`config.mk`:
```
export PLATFORM = sky130hd
export DESIGN_NAME = edge_map_reader
export DESIGN_NICKNAME = d
export VERILOG_FILES = /design/src/rtl/edge_map_reader.sv
export SDC_FILE = /design/constraint.sdc
export NUM_CORES = 1
export LEC_CHECK = 0
export BUFFER_PORTS_ARGS = -buffer_cell sky130_fd_sc_hd__buf_2
export CORE_ASPECT_RATIO = 0.8
export CORE_MARGIN = 2
export CORE_UTILIZATION = 54
export DETAILED_ROUTE_END_ITERATION = 10
export MAX_ROUTING_LAYER = met4
export PLACE_DENSITY = 0.8
export SYNTH_ARGS = -nofsm -noshare
export SYNTH_HDL_FRONTEND = slang
export SYNTH_SLANG_ARGS = --single-unit
```
`constraint.sdc`:
```
create_clock -name clk_div_by_two -period 3 [get_ports clk_div_by_two]
set_clock_uncertainty 0.15 [all_clocks]
set_input_delay 0.6 -clock clk_div_by_two [delete_from_list [all_inputs] [get_ports clk_div_by_two]]
set_output_delay 0.6 -clock clk_div_by_two [all_outputs]
set_load 0.005 [all_outputs]
```
`src/rtl/edge_map_reader.sv`:
```
// rtl/edge_map_reader.sv - packs frame-RAM edge flags into 32-bit words and streams them out
module edge_map_reader #(
  parameter int START_ADDR = 2240,
  parameter int END_ADDR   = 74560,
  parameter int RD_LATENCY = 2
) (
  input  logic        clk_div_by_two,
  input  logic        reset_n,
  input  logic        enable_edge_map_readout,
  input  logic [31:0] data_read,
  output logic [17:0] address,
  output logic [31:0] edge_word,
  output logic        edge_word_valid,
  input  logic        edge_word_ready,
  output logic        edge_word_last,
  output logic [17:0] edge_pixel_count,
  output logic        edge_map_readout_done
);

  typedef enum logic [2:0] {
    S_IDLE,
    S_ADDR,
    S_WAIT,
    S_SAMPLE,
    S_EMIT,
    S_DONE
  } state_t;

  localparam logic [17:0] LP_START    = 18'(START_ADDR);
  localparam logic [17:0] LP_END      = 18'(END_ADDR);
  localparam logic [1:0]  LP_LAT_LOAD = 2'(RD_LATENCY - 1);

  state_t      r_state;
  logic [4:0]  r_bit_idx;
  logic [1:0]  r_lat_cnt;
  logic        w_at_end;
  logic        w_pixel;
  logic        w_unused_data;

  assign w_at_end      = (address == LP_END);
  assign w_pixel       = data_read[0];
  // Only bit 0 of each RAM word carries the edge flag; the rest is don't-care.
  assign w_unused_data = ^data_read[31:1];

  // Readout FSM: address sequencing, read-latency wait, bit packing and word handshake.
  always_ff @(posedge clk_div_by_two or negedge reset_n) begin
    if (!reset_n) begin
      r_state               <= S_IDLE;
      r_bit_idx             <= 5'd0;
      r_lat_cnt             <= 2'd0;
      address               <= 18'd0;
      edge_word             <= 32'd0;
      edge_word_valid       <= 1'b0;
      edge_word_last        <= 1'b0;
      edge_pixel_count      <= 18'd0;
      edge_map_readout_done <= 1'b0;
    end else if (!enable_edge_map_readout) begin
      // Dropping enable aborts whatever is in flight; the pixel count is kept for inspection.
      r_state               <= S_IDLE;
      address               <= 18'd0;
      edge_word_valid       <= 1'b0;
      edge_word_last        <= 1'b0;
      edge_map_readout_done <= 1'b0;
    end else begin
      case (r_state)
        S_IDLE: begin
          address          <= LP_START;
          r_bit_idx        <= 5'd0;
          edge_word        <= 32'd0;
          edge_pixel_count <= 18'd0;
          r_state          <= S_ADDR;
        end
        S_ADDR: begin
          r_lat_cnt <= LP_LAT_LOAD;
          r_state   <= (RD_LATENCY == 1) ? S_SAMPLE : S_WAIT;
        end
        S_WAIT: begin
          r_lat_cnt <= r_lat_cnt - 2'd1;
          if (r_lat_cnt == 2'd1) begin
            r_state <= S_SAMPLE;
          end
        end
        S_SAMPLE: begin
          edge_word[r_bit_idx] <= w_pixel;
          if (w_pixel) begin
            edge_pixel_count <= edge_pixel_count + 18'd1;
          end
          if ((r_bit_idx == 5'd31) || w_at_end) begin
            edge_word_valid <= 1'b1;
            edge_word_last  <= w_at_end;
            r_state         <= S_EMIT;
          end else begin
            r_bit_idx <= r_bit_idx + 5'd1;
            address   <= address + 18'd1;
            r_state   <= S_ADDR;
          end
        end
        S_EMIT: begin
          // Word, valid and last stay frozen until the consumer takes the word.
          if (edge_word_ready) begin
            edge_word_valid <= 1'b0;
            edge_word_last  <= 1'b0;
            if (edge_word_last) begin
              edge_map_readout_done <= 1'b1;
              r_state               <= S_DONE;
            end else begin
              edge_word <= 32'd0;
              r_bit_idx <= 5'd0;
              address   <= address + 18'd1;
              r_state   <= S_ADDR;
            end
          end
        end
        S_DONE: begin
          edge_map_readout_done <= 1'b1;
        end
        default: begin
          r_state <= S_IDLE;
        end
      endcase
    end
  end

endmodule

```
==> impl_metrics.ini <==
[synth]
syn_nets = 535
netlist.area_leader.share = 0.4583
synth_top_area_cell = dfrtp_1
synth_ff_type = dfrtp_1
syn_area_um2 = 4423
avgSynthCellArea_um2 = 9.027
ys_types = 60
ys_seq_area_frac = 0.4583
synth-edff-count = 0
yosysWarnings = 0
yosys-top-cells-area = dfrtp_1 46%, o21ai_0 8.5%, a21oi_1 5.9%
yosys.cell_count.top_type = dfrtp_1
synth-seq-cells = 81
synth-async-reset-ratio = 1.000
ys_top_cells_by_count = 81 x dfrtp_1, 75 x o21ai_0, 52 x a21oi_1, 41 x nand2_1, 29 x nor2_1
syn_inst = 490

[timing]
setup_viol = 0
drv_slew = 0
slew_headroom = 0.2067
tns_ps = 0
setup_ws_ps = 368.3
worst_slew_pin_slew_ps = 1190
final_hold_viol_count = 0
period_needed_ps = 2632
fmax_mhz = 380.0
grt_setup_unrepaired = false
fin_crit_sh = 0.8772

[clocking]
clock_sinks = 81
h-tree-depth = 3
cts_tree = built
cts_setup_buffers = 0
cts.path.max_buffers = 2
cts-root-buf = clkbuf_8
clkTransAtPathRegs_ps = 80
cts_buffers = 9
insertion_delay_ps = 370
holdBufCountCts = 0
cts_resized = 0

[worst_hold_path]
hold_path_class = input port to asynchronous set/reset pin

[cells_and_area]
layout-area-overhead-vs-synth_pct = 14.68
final_net_count = 605
postLayoutCellArea_um2 = 5072
final_core_util = 0.6383
drive_gt1_frac = 0.2305
diodes = 0

[worst_setup_path]
cp.arrival_ps = 2730
cp_max_fo = 9
slowest_stage = or4b_1
timing.rr.start = address[2]
crit_buf_inv = 1
cp_slowest_stage_delay_ps = 550
crit_path_end_kind = flip-flop
cp_cell_sequence = or4b_1 -> or4_1 -> o211ai_2 -> buf_4 -> a21oi_1 -> o221a_2
worstRegToRegCells = 6
rr_endpoint = address[7]
r2r_slack_ps = 370
crit_required_ps = 3100
setup.worst_path.start_class = flip-flop
crit_type = flip-flop to flip-flop
crit_family = simple AND/OR/NAND/NOR gates

[power]
leakagePower_nw = 2.387
pwr_density_cell_nw_per_um2 = 494.4
totalPowerFinal_w = 0.002508
vdd_drop_max_uv = 340.3

[drt]
ant_nets = 0
drc = 0
vias = 4109
wl_per_cell_um = 16.58
routed_wl_um = 11140
viasPerCell = 6.115
first_pass_iters = 5
drt_iter0_drc = 328

[job]
maxCapViolCount = 0

[floorplanning]
ioPinCount = 107
core_um2 = 7946
die_h_um = 84.95
start_util = 0.5566
die-area_um2 = 8935
rows = 29
die_w_um = 105.2

[outcome]
status = finished, final reports clean

[global_route]
grt_pass1_vias = 3761
grt_max_degree = 82
grt_overflow = 0
grtUsageTotal = 0.2640
grt_pass1_wl_um = 18470
antenna_found_initial = 0

[placement]
placed_area_um2 = 4880
dp_hpwl_um = 7464
portBuffers = 75
post-place-ws_ps = 359.9
place_congestion = 0.9437
[kinds of logic (layout without fill, tap and decap cells)]
family	after synthesis	in the layout	synth area share
compound gates	174	174	0.2317
simple gates	163	163	0.1980
flops	81	81	0.4583
buf+inv	47	121	0.05346
xor+xnor	12	12	0.02376
fa+ha+maj	9	9	0.02546
mux	4	4	0.009335
[through the flow]
step                hold slack [ps]  cells
floorplan                     154.4    490
global placement              337.8    657
detailed placement            330.4    657
CTS                           291.7    672
global route                  351.5    672
finish                        257.7    672
[state kept, by name, indices dropped and copies added (netlist names)]
register and flops:
r_state 3, edge_pixel_count 18, r_bit_idx 5, edge_word_last 1, address 18, edge_map_readout_done 1, r_lat_cnt 2, edge_word_valid 1
edge_word 32
[worst max-delay path by stage]
| stage | start | to | slack, ps | depth (start not counted) |
|---|---|---|---|---|
| 4_1_cts | address[2] | address[7] | 390 | 6 |
| 5_1_grt | address[2] | address[6] | 250 | 6 |
| 2_1_floorplan | edge_word_ready | address[5] | 570 | 5 |
| 3_5_place_dp | edge_word_ready | address[5] | 360 | 6 |
| 3_3_place_gp | edge_word_ready | address[5] | 390 | 6 |
| 6_report | address[2] | address[7] | 370 | 6 |
[worst register-to-register path, stage by stage (launching register included)]
cell and delay (ps):
dfrtp_1 470, or4b_1 550, or4_1 500, o211ai_2 320, buf_4 230, a21oi_1 60
o221a_2 250
[layout make-up]
class	count	area (um^2)
flip-flops and latches	81	2027
clock inverters	6	68.82
repair buffers	92	505.5
well taps	108	135.1
multi-input cells	362	2160
fillers	677	2874
clock buffers	9	123.9
inverters	14	52.55
[cell usage in the layout (no fill, tap or decap), types with 3 or more instances in the layout]
cell,instances
mux2i_1,3
dfrtp_1,81
o21ai_0,75
nand3b_1,3
or3_1,5
nand2_1,41
or3b_2,4
and3b_1,3
a21oi_1,52
and2_1,5
nand3_1,17
o21a_1,3
o211ai_1,10
clkbuf_8,9
nor3_1,11
clkinvlp_4,4
buf_4,18
o41ai_1,5
nor4_1,3
buf_2,74
a22o_1,6
inv_1,14
xnor2_1,10
a31oi_1,5
and3_1,8
ha_1,9
o31ai_1,3
nand4_1,9
nor2_1,29
[routing by layer]
metal | vias to the layer above | wire length, um | track usage
met5 | - | 0 | -
met4 | 0 | 119 | 0.08242
met3 | 13 | 877 | 0.05300
met2 | 182 | 5266 | 0.3941
met1 | 1989 | 4878 | 0.3656
li1 | 1925 | - | -
[report_power, final]
group / internal, W / switching [W] / total, W
Clock: 0.000382 / 0.000413 / 0.000795
Sequential: 0.00113 / 0.0000577 / 0.00119
Combinational: 0.000181 / 0.000344 / 0.000526
(Power assumes the default switching activity.)
